--- src/rtl/tdm_demux_pkg.sv ---
// Shared types and constants for the TDM demultiplexer.
package tdm_pkg;

  typedef enum logic {
    HUNT   = 1'b0,
    LOCKED = 1'b1
  } state_e;

  typedef enum logic [1:0] {
    SLOT_HOLD  = 2'd0,
    SLOT_INC   = 2'd1,
    SLOT_LOAD1 = 2'd2,
    SLOT_CLR   = 2'd3
  } slot_cmd_e;

  localparam int unsigned MISS_W = 4;

  function automatic int unsigned slot_w(input int unsigned channels);
    return $clog2(channels);
  endfunction

endpackage

--- src/rtl/tdm_demux_if.sv ---
// Stream-in / channels-out bundle for tdm_demux.
// TDM_DEMUX_PARITY_EN widens din by one parity bit and adds parity_err.
interface tdm_demux_if #(
  parameter int unsigned WIDTH    = 8,
  parameter int unsigned CHANNELS = 4
);
`ifdef TDM_DEMUX_PARITY_EN
  localparam int unsigned DIN_W = WIDTH + 1;
`else
  localparam int unsigned DIN_W = WIDTH;
`endif

  logic [DIN_W-1:0]          din;
  logic                      din_valid;
  logic                      frame_sync;
  logic [CHANNELS*WIDTH-1:0] ch_data;
  logic [CHANNELS-1:0]       ch_valid;
  logic                      frame_done;
  logic                      locked;
  logic                      sync_err;
`ifdef TDM_DEMUX_PARITY_EN
  logic                      parity_err;

  modport master (output din, din_valid, frame_sync,
                  input  ch_data, ch_valid, frame_done, locked, sync_err, parity_err);
  modport slave  (input  din, din_valid, frame_sync,
                  output ch_data, ch_valid, frame_done, locked, sync_err, parity_err);
`else
  modport master (output din, din_valid, frame_sync,
                  input  ch_data, ch_valid, frame_done, locked, sync_err);
  modport slave  (input  din, din_valid, frame_sync,
                  output ch_data, ch_valid, frame_done, locked, sync_err);
`endif

endinterface

--- src/rtl/tdm_demux_slot_counter.sv ---
// Expected-slot counter: wraps at CHANNELS-1, loads 1 on realign, clears on lock loss.
module tdm_slot_counter
  import tdm_pkg::*;
#(
  parameter int unsigned CHANNELS = 4,
  parameter int unsigned SW       = slot_w(CHANNELS)
) (
  input  logic          clk,
  input  logic          rst_n,
  input  slot_cmd_e     cmd,
  output logic [SW-1:0] slot
);

  always_ff @(posedge clk or negedge rst_n) begin
    if (!rst_n) begin
      slot <= '0;
    end else begin
      case (cmd)
        SLOT_INC:   slot <= (slot == SW'(CHANNELS - 1)) ? '0 : slot + SW'(1);
        SLOT_LOAD1: slot <= SW'(1);
        SLOT_CLR:   slot <= '0;
        default:    slot <= slot;
      endcase
    end
  end

endmodule

--- src/rtl/tdm_demux.sv ---
// TDM receive end: frame-sync alignment, flywheel lock tracking, per-channel registers.
// Optional TDM_DEMUX_PARITY_EN adds an even-parity MSB on din and a parity_err pulse.
module tdm_demux
  import tdm_pkg::*;
#(
  parameter int unsigned WIDTH      = 8,
  parameter int unsigned CHANNELS   = 4,
  parameter int unsigned MISS_LIMIT = 3
) (
  input logic        clk,
  input logic        rst_n,
  tdm_demux_if.slave bus
);

  localparam int unsigned SW = slot_w(CHANNELS);

  state_e                    state;
  state_e                    state_nxt_c;
  logic [MISS_W-1:0]         miss_cnt;
  logic [MISS_W-1:0]         miss_nxt_c;
  logic [MISS_W-1:0]         miss_inc_c;
  logic [SW-1:0]             slot;
  slot_cmd_e                 slot_cmd_c;
  logic                      wr_en_c;
  logic                      wr_ok_c;
  logic [SW-1:0]             wr_idx_c;
  logic                      sync_err_c;
  logic                      parity_ok_c;
  logic [WIDTH-1:0]          wr_data_c;
  logic [CHANNELS*WIDTH-1:0] ch_data_q;
  logic [CHANNELS-1:0]       ch_valid_q;
  logic                      frame_done_q;
  logic                      sync_err_q;

  tdm_slot_counter #(.CHANNELS(CHANNELS), .SW(SW)) u_slot (
    .clk   (clk),
    .rst_n (rst_n),
    .cmd   (slot_cmd_c),
    .slot  (slot)
  );

  assign wr_data_c  = bus.din[WIDTH-1:0];
  assign miss_inc_c = miss_cnt + MISS_W'(1);

`ifdef TDM_DEMUX_PARITY_EN
  logic parity_err_q;
  // Parity MSB makes the whole word even; an odd word is rejected from storage only.
  assign parity_ok_c    = ~(^bus.din);
  assign bus.parity_err = parity_err_q;

  always_ff @(posedge clk or negedge rst_n) begin
    if (!rst_n) parity_err_q <= 1'b0;
    else        parity_err_q <= bus.din_valid && !parity_ok_c;
  end
`else
  assign parity_ok_c = 1'b1;
`endif

  // Lock FSM next-state, slot control and write selection for the accepted word.
  always_comb begin
    state_nxt_c = state;
    miss_nxt_c  = miss_cnt;
    slot_cmd_c  = SLOT_HOLD;
    wr_en_c     = 1'b0;
    wr_idx_c    = '0;
    sync_err_c  = 1'b0;
    if (bus.din_valid) begin
      case (state)
        HUNT: begin
          if (bus.frame_sync) begin
            wr_en_c     = 1'b1;
            slot_cmd_c  = SLOT_LOAD1;
            miss_nxt_c  = '0;
            state_nxt_c = LOCKED;
          end
        end
        LOCKED: begin
          if (bus.frame_sync) begin
            wr_en_c    = 1'b1;
            sync_err_c = (slot != '0);
            slot_cmd_c = SLOT_LOAD1;
            miss_nxt_c = '0;
          end else if (slot == '0) begin
            wr_en_c = 1'b1;
            if (miss_inc_c == MISS_W'(MISS_LIMIT)) begin
              miss_nxt_c  = '0;
              slot_cmd_c  = SLOT_CLR;
              state_nxt_c = HUNT;
            end else begin
              miss_nxt_c = miss_inc_c;
              slot_cmd_c = SLOT_LOAD1;
            end
          end else begin
            wr_en_c    = 1'b1;
            wr_idx_c   = slot;
            slot_cmd_c = SLOT_INC;
          end
        end
        default: state_nxt_c = HUNT;
      endcase
    end
  end

  assign wr_ok_c = wr_en_c && parity_ok_c;

  always_ff @(posedge clk or negedge rst_n) begin
    if (!rst_n) begin
      state        <= HUNT;
      miss_cnt     <= '0;
      ch_data_q    <= '0;
      ch_valid_q   <= '0;
      frame_done_q <= 1'b0;
      sync_err_q   <= 1'b0;
    end else begin
      state        <= state_nxt_c;
      miss_cnt     <= miss_nxt_c;
      sync_err_q   <= sync_err_c;
      frame_done_q <= wr_ok_c && (wr_idx_c == SW'(CHANNELS - 1));
      for (int unsigned k = 0; k < CHANNELS; k++) begin
        ch_valid_q[k] <= wr_ok_c && (wr_idx_c == SW'(k));
        if (wr_ok_c && (wr_idx_c == SW'(k))) ch_data_q[k*WIDTH +: WIDTH] <= wr_data_c;
      end
    end
  end

  assign bus.ch_data    = ch_data_q;
  assign bus.ch_valid   = ch_valid_q;
  assign bus.frame_done = frame_done_q;
  assign bus.sync_err   = sync_err_q;
  assign bus.locked     = (state == LOCKED);

endmodule

--- src/flat_wrapper.sv ---
// flat-port wrapper written by rule: the top's interface ports become plain ports
module tdm_demux_flat import tdm_pkg::*;
#(
  parameter int unsigned WIDTH      = 8,
  parameter int unsigned CHANNELS   = 4,
  parameter int unsigned MISS_LIMIT = 3
)
  (clk, rst_n, bus_din, bus_din_valid, bus_frame_sync, bus_ch_data, bus_ch_valid, bus_frame_done, bus_locked, bus_sync_err);
  tdm_demux_if #(.WIDTH(WIDTH), .CHANNELS(CHANNELS)) bus_i ();
  input logic clk;
  input logic rst_n;
  input wire logic [$bits(bus_i.din)-1:0] bus_din;
  input wire logic [$bits(bus_i.din_valid)-1:0] bus_din_valid;
  input wire logic [$bits(bus_i.frame_sync)-1:0] bus_frame_sync;
  output wire logic [$bits(bus_i.ch_data)-1:0] bus_ch_data;
  output wire logic [$bits(bus_i.ch_valid)-1:0] bus_ch_valid;
  output wire logic [$bits(bus_i.frame_done)-1:0] bus_frame_done;
  output wire logic [$bits(bus_i.locked)-1:0] bus_locked;
  output wire logic [$bits(bus_i.sync_err)-1:0] bus_sync_err;
  assign bus_i.din = bus_din;
  assign bus_i.din_valid = bus_din_valid;
  assign bus_i.frame_sync = bus_frame_sync;
  assign bus_ch_data = bus_i.ch_data;
  assign bus_ch_valid = bus_i.ch_valid;
  assign bus_frame_done = bus_i.frame_done;
  assign bus_locked = bus_i.locked;
  assign bus_sync_err = bus_i.sync_err;
  tdm_demux #(.WIDTH(WIDTH), .CHANNELS(CHANNELS), .MISS_LIMIT(MISS_LIMIT)) u_core (.clk(clk), .rst_n(rst_n), .bus(bus_i));
endmodule
--- config.mk ---
export PLATFORM = sky130hd
export DESIGN_NAME = tdm_demux_flat
export DESIGN_NICKNAME = d
export VERILOG_FILES = /design/src/rtl/tdm_demux_pkg.sv /design/src/rtl/tdm_demux_if.sv /design/src/rtl/tdm_demux_slot_counter.sv /design/src/rtl/tdm_demux.sv /design/src/flat_wrapper.sv
export SDC_FILE = /design/constraint.sdc
export NUM_CORES = 1
export LEC_CHECK = 0
export CAP_MARGIN = 20
export CORE_UTILIZATION = 47
export DETAILED_ROUTE_END_ITERATION = 12
export PLACE_DENSITY = 0.78
export SLEW_MARGIN = 5
export SYNTH_ARGS = -nofsm -noshare
export SYNTH_HDL_FRONTEND = slang
export SYNTH_SLANG_ARGS = --single-unit
--- constraint.sdc ---
create_clock -name clk -period 2.6 [get_ports clk]
set_clock_uncertainty 0.15 [all_clocks]
set_input_delay 0.39 -clock clk [delete_from_list [all_inputs] [get_ports clk]]
set_output_delay 0.39 -clock clk [all_outputs]
set_load 0.01 [all_outputs]
# After elaboration in Yosys (flattened, before gate mapping)

Index checks and enable logic that the tools add are counted.

Multipliers: 0
Multiplexer cells: 27
Reductions and logical operators: 9
Bitwise gates (word level): 1
Magnitude comparators: 0
Add/sub/neg operators: 2
Divide/modulo/power cells: 0
Shift-type cells: 0
Eq/ne operators: 10

Operator list:

| operator            | number |
|---|---|
| $mux 2              | 9 |
| $mux 4              | 4 |
| $eq 2x2->1 const B  | 5 |
| $mux 1              | 9 |
| $pmux 4 s2          | 1 |
| $pmux 2 s3          | 1 |
| $add 4x1->4 const B | 1 |
| $eq 2x1->1 const B  | 2 |
| $eq 4x2->1 const B  | 1 |
| $logic_and 1x1->1   | 4 |
| $logic_not 2->1     | 2 |
| $pmux 1 s2          | 2 |
| $pmux 2 s2          | 1 |
| $ne 3x3->1 const B  | 1 |
| $reduce_and 3->1    | 1 |
| $reduce_bool 3->1   | 1 |
| $add 2x1->2 const B | 1 |
| $ne 2x2->1 const B  | 1 |
| $reduce_bool 2->1   | 1 |
| $not 1->1           | 1 |

Word-level logic and storage cells: 59
Bits in latches: 0
Output and inout port bits: 39
Memories kept: 0
Bits in registers: 45
Memory bits (writable): 0
Bits in read-only memories: 0
Input bits: 12

# Depth between registers and ports, before layout

Depth after elaboration: 9
Mapped depth: 7
Gate-level depth less buffers: 6

# Cells and area by module

Synthesis repeated with hierarchy kept, for this count alone.

Cells, all modules: 125
Area, all modules: 1796.7 µm²

By module, submodules not included:

| module           | area an instance (µm²) | cells an instance | times used |
|---|---|---|---|
| tdm_demux        | 1701.6                 | 117               | 1 |
| tdm_slot_counter | 95.1                   | 8                 | 1 |

# Least setup slack after synthesis

OpenSTA, ideal clock, no wires.

Kind: register -> register
Start: register u_core.u_slot.slot[0]
End: register u_core.ch_data_q[0] (netlist: u_core.bus.ch_data[0])
Arrival time: 1768 ps
Setup slack: 557 ps
Cell stages (with the launch flop): 8
Library setup time: 125 ps
Clock period less this slack: 2043 ps
Path through: dfrtp_1 inv_1 ha_1 buf_2 nor2b_2 nor3b_1 o21ai_2 mux2_2

Word-level cells in the longest chain between the ends: 7

RTL lines:

| what                            | line                         | text |
|---|---|---|
| from (decl)                     | tdm_demux_slot_counter.sv:11 | `output logic [SW-1:0] slot` |
| from (signal assigned)          | tdm_demux_slot_counter.sv:19 | `SLOT_INC: slot <= (slot == SW'(CHANNELS - 1)) ? '0 : slot + SW'(1);` |
| from (signal assigned)          | tdm_demux_slot_counter.sv:22 | `default: slot <= slot;` |
| $logic_not 2->1                 | tdm_demux.sv:83              | `end else if (slot == '0) begin` |
| $mux 2 *                        | tdm_demux.sv:83              |  |
| $mux 2 *                        | tdm_demux.sv:78              | `if (bus.frame_sync) begin` |
| $mux 2 *                        | tdm_demux.sv:68              | `case (state)` |
| $mux 2 *                        | tdm_demux.sv:67              | `if (bus.din_valid) begin` |
| $logic_not 2->1 *               | tdm_demux.sv:121             | `if (wr_ok_c && (wr_idx_c == SW'(k))) ch_data_q[k*WIDTH +: WIDTH] <= wr_data_c;` |
| $logic_and 1x1->1 *             | tdm_demux.sv:121             |  |
| to (signal, indexed assignment) | tdm_demux.sv:121             |  |
| to (decl)                       | tdm_demux.sv:30              | `logic [CHANNELS*WIDTH-1:0] ch_data_q;` |

Every way passes the cells marked *; elsewhere a longest branch is shown, timed or not.
A chain may end at the register's enable or synchronous reset.

# Worst setup path in the final report

Start: register u_core.u_slot.slot[0]
End: register u_core.ch_data_q[6] (netlist: u_core.bus.ch_data[6])

Same word-level chain as after synthesis.

==> summary.md <==
| Metric | Value |
|---|---|
| FF-to-FF Start | `u_core.u_slot.slot[0]$_DFFE_PN0P_` |
| Core area | `0.003771 mm2` |
| # clock sinks | `44` |
| Slowest stage delay, CP | `0.42 ns` |
| Yosys reg bits | `44` |
| Area share of the largest cell type after synthesis | `0.5824` |
| Hold_buf cts | `0` |
| Area grow syn2layout | `35.08%` |
| # diodes | `0` |
| Vias in the first global route | `1342` |
| LEAKAGE | `1.119 nW` |
| CTS tree | `done` |
| CTS Buf Count | `5` |
| CP arrival | `2.41 ns` |
| Type of the tightest min-delay check | `in -> async` |
| CP startpoint | `u_core.u_slot.slot[0]$_DFFE_PN0P_` |
| Via Count | `1286` |
| Routed WL | `3823 um` |
| Cell taking the most area after synthesis | `dfrtp_1` |
| Row count | `22` |
| Max-Cap Viols | `0` |
| Synth unique cells | `36` |
| Root Buffer | `clkbuf_8` |
| DIE WIDTH | `65.42 um` |
| CTS H-tree depth | `2` |
| Setup TNS Final | `0 ns` |
| Syn Inst Count | `138` |
| F_max | `0.4205 GHz` |
| Final min period | `2.378 ns` |
| Largest net degree at the start of global routing | `45` |
| YS warnings | `0` |
| Initial DRC Count | `39` |
| Critical Path Source Type | `register` |
| Post-CTS Setup Bufs | `0` |
| Detail Route Antenna Nets | `0` |
| Placed cell count | `233` |
| CP Cell Sequence | `inv_1 -> ha_1 -> nor2b_2 -> nor3b_1 -> o21ai_2 -> buf_4 -> mux2_2` |
| Fin Hold WS | `0.07801 ns` |
| Drt drc | `0` |
| Synth Area per Inst | `13.70 um2` |
| Ranking of synthesized cells by area | `dfrtp_1 (58%), mux2_2 (19%), ha_1 (2.6%)` |
| Critical Path Fanout Max | `10` |
| Placed cell area | `0.002432 mm2` |
| Syn_nets | `154` |
| Power Density | `1044 mW/mm2` |
| Number of setup violations in the final report | `0` |
| GPL Wtd Cong | `0.7761` |
| GRT Util Overall | `0.2041` |
| Non-Filler Instances | `241` |
| Clock Tree Buf Depth | `2` |
| CP endpoint kind | `register` |
| HPWL after DPL | `2786 um` |
| Status | `completed` |
| DR vias/cell | `5.336` |
| Post-CTS Resized | `0` |
| Nets | `208` |
| Post-synthesis async set-or-reset flop share | `1.000` |
| Max transition margin | `0.3875` |
| Share of cells above drive strength 1 | `0.2642` |
| Setup CP Type | `reg -> reg` |
| DR pass1 iterations | `4` |
| Slew Limit Fails | `0` |
| EDFF count, synth | `0` |
| Syn Std Cell Area | `0.001891 mm2` |
| Die area | `0.004280 mm2` |
| WP buf/inv | `2` |
| Max VDD drop | `0.6084 mV` |
| CP required | `2.63 ns` |
| Initial antenna violation count | `0` |
| Starting Density | `0.5013` |
| Wire per inst | `15.86 um` |
| Final Instance Area | `0.002554 mm2` |
| RSZ-0062 raised after global routing | `no` |
| Port Buf Inserts | `50` |
| Total congestion overflow | `0` |
| Worst-Margin Slew | `0.9188 ns` |
| Sequential share of the synthesized area | `0.5824` |
| Ys flop type | `dfrtp_1` |
| Global-route wire length before repair | `6396 um` |
| Hold Violations, Final | `0` |
| IO Pins | `51` |
| Clk pin slew, worst setup/hold paths | `0.08 ns` |
| CP max-delay cell | `dfrtp_1` |
| Worst-Skew Late Latency | `0.29 ns` |
| CP delay by family, top | `flip-flops` |
| Fin crit share | `0.9146` |
| Die Y-Extent | `65.42 um` |
## final timing paths
kind                                                 endpoint  slack [ns]  cells after the start
hold / removal                 u_core.miss_cnt[1]$_DFFE_PN0P_        0.08                      1
min in group clk           u_core.bus.ch_data[24]$_DFFE_PN0P_        0.36                      1
hold reg to reg            u_core.bus.ch_data[24]$_DFFE_PN0P_        0.36                      1
setup reg to reg            u_core.bus.ch_data[6]$_DFFE_PN0P_        0.22                      7
max in group asynchronous   u_core.bus.ch_data[1]$_DFFE_PN0P_        1.65                      1
setup / recovery            u_core.bus.ch_data[6]$_DFFE_PN0P_        0.22                      7
## area by class of cell
| class | instances | area (um2) |
|---|---|---|
| well taps | 48 | 60.06 |
| clock inverters | 2 | 38.79 |
| flip-flops and latches | 44 | 1101 |
| multi-input cells | 81 | 726.9 |
| inverters | 7 | 26.28 |
| repair buffers | 53 | 518.0 |
| clock buffers | 6 | 82.58 |
| fillers | 262 | 1217 |
## through the flow
stage	utilization	setup WS (ns)	power (mW)
2_1_floorplan	-	0.5570	1.565
3_3_place_gp	0.6450	0.3559	2.102
3_5_place_dp	0.6450	0.2428	2.147
4_1_cts	0.6772	0.2270	2.696
5_1_grt	0.6772	0.1300	2.824
6_report	0.6772	0.2220	2.666
## cells by family (layout without fill, tap and decap cells)
kind of cell | after synthesis | count (layout) | synth area share
AOI/OAI and AO/OA | 20 | 20 | 0.07016
adders and majority gates | 4 | 4 | 0.02647
buffers and inverters | 13 | 68 | 0.03310
DFF | 44 | 44 | 0.5824
muxes | 32 | 32 | 0.1906
and+or+nand+nor | 25 | 25 | 0.09729
## report_power, final
group	internal [mW]	switching, mW	total, mW
Clock	0.314	0.223	0.537
Combinational	0.635	0.421	1.06
Sequential	0.926	0.147	1.07
Total	1.87	0.791	2.67
## worst reg2reg max path: stages, from the launching register on
cell,delay (ns)
dfrtp_1,0.42
inv_1,0.11
ha_1,0.35
nor2b_2,0.30
nor3b_1,0.10
o21ai_2,0.27
buf_4,0.23
mux2_2,0.33
## flip-flops by register name, indices dropped and copies added (netlist names)
| register | cells |
|---|---|
| u_core.bus.ch_data | 32 |
| u_core.bus.sync_err | 1 |
| u_core.bus.ch_valid | 4 |
| u_core.u_slot.slot | 2 |
| u_core.bus.locked | 1 |
| u_core.miss_cnt | 4 |
## layout by cell type (no fill, tap or decap), drive strengths merged
cell type and instances:
clkbuf 6, ha 4, o21ai 7, inv 7, mux2 32, nor2b 2
o31a 1, o31ai 1, nor3b 1, nand4b 1, nand2 4, nor3 3
nand2b 2, bufinv 1, a31oi 2, or2 1, dfrtp 44, nor4 1
nand4 2, and2 2, clkdlybuf4s50 49, a22o 2, nor2 2, and4b 1
a221o 1, nand3 3, o21a 1, buf 4, o2bb2ai 1, o22ai 1
a21oi 3, clkinv 1
## Yosys cell counts, drive strengths merged, types with 3 or more instances
cell,count
inv,7
nand2,4
buf,4
nor3,3
a21oi,3
o21ai,7
mux2,32
ha,4
dfrtp,44
nand3,3
## metal layers
metal | part of all wire | vias up | track usage
li1 | - | 597 | -
met1 | 0.44 | 639 | 0.2526
met2 | 0.48 | 43 | 0.3273
met3 | 0.057 | 7 | 0.07118
met4 | 0.021 | 0 | 0.07880
met5 | 0 | - | 0
Power figures use the tool's default switching activity.
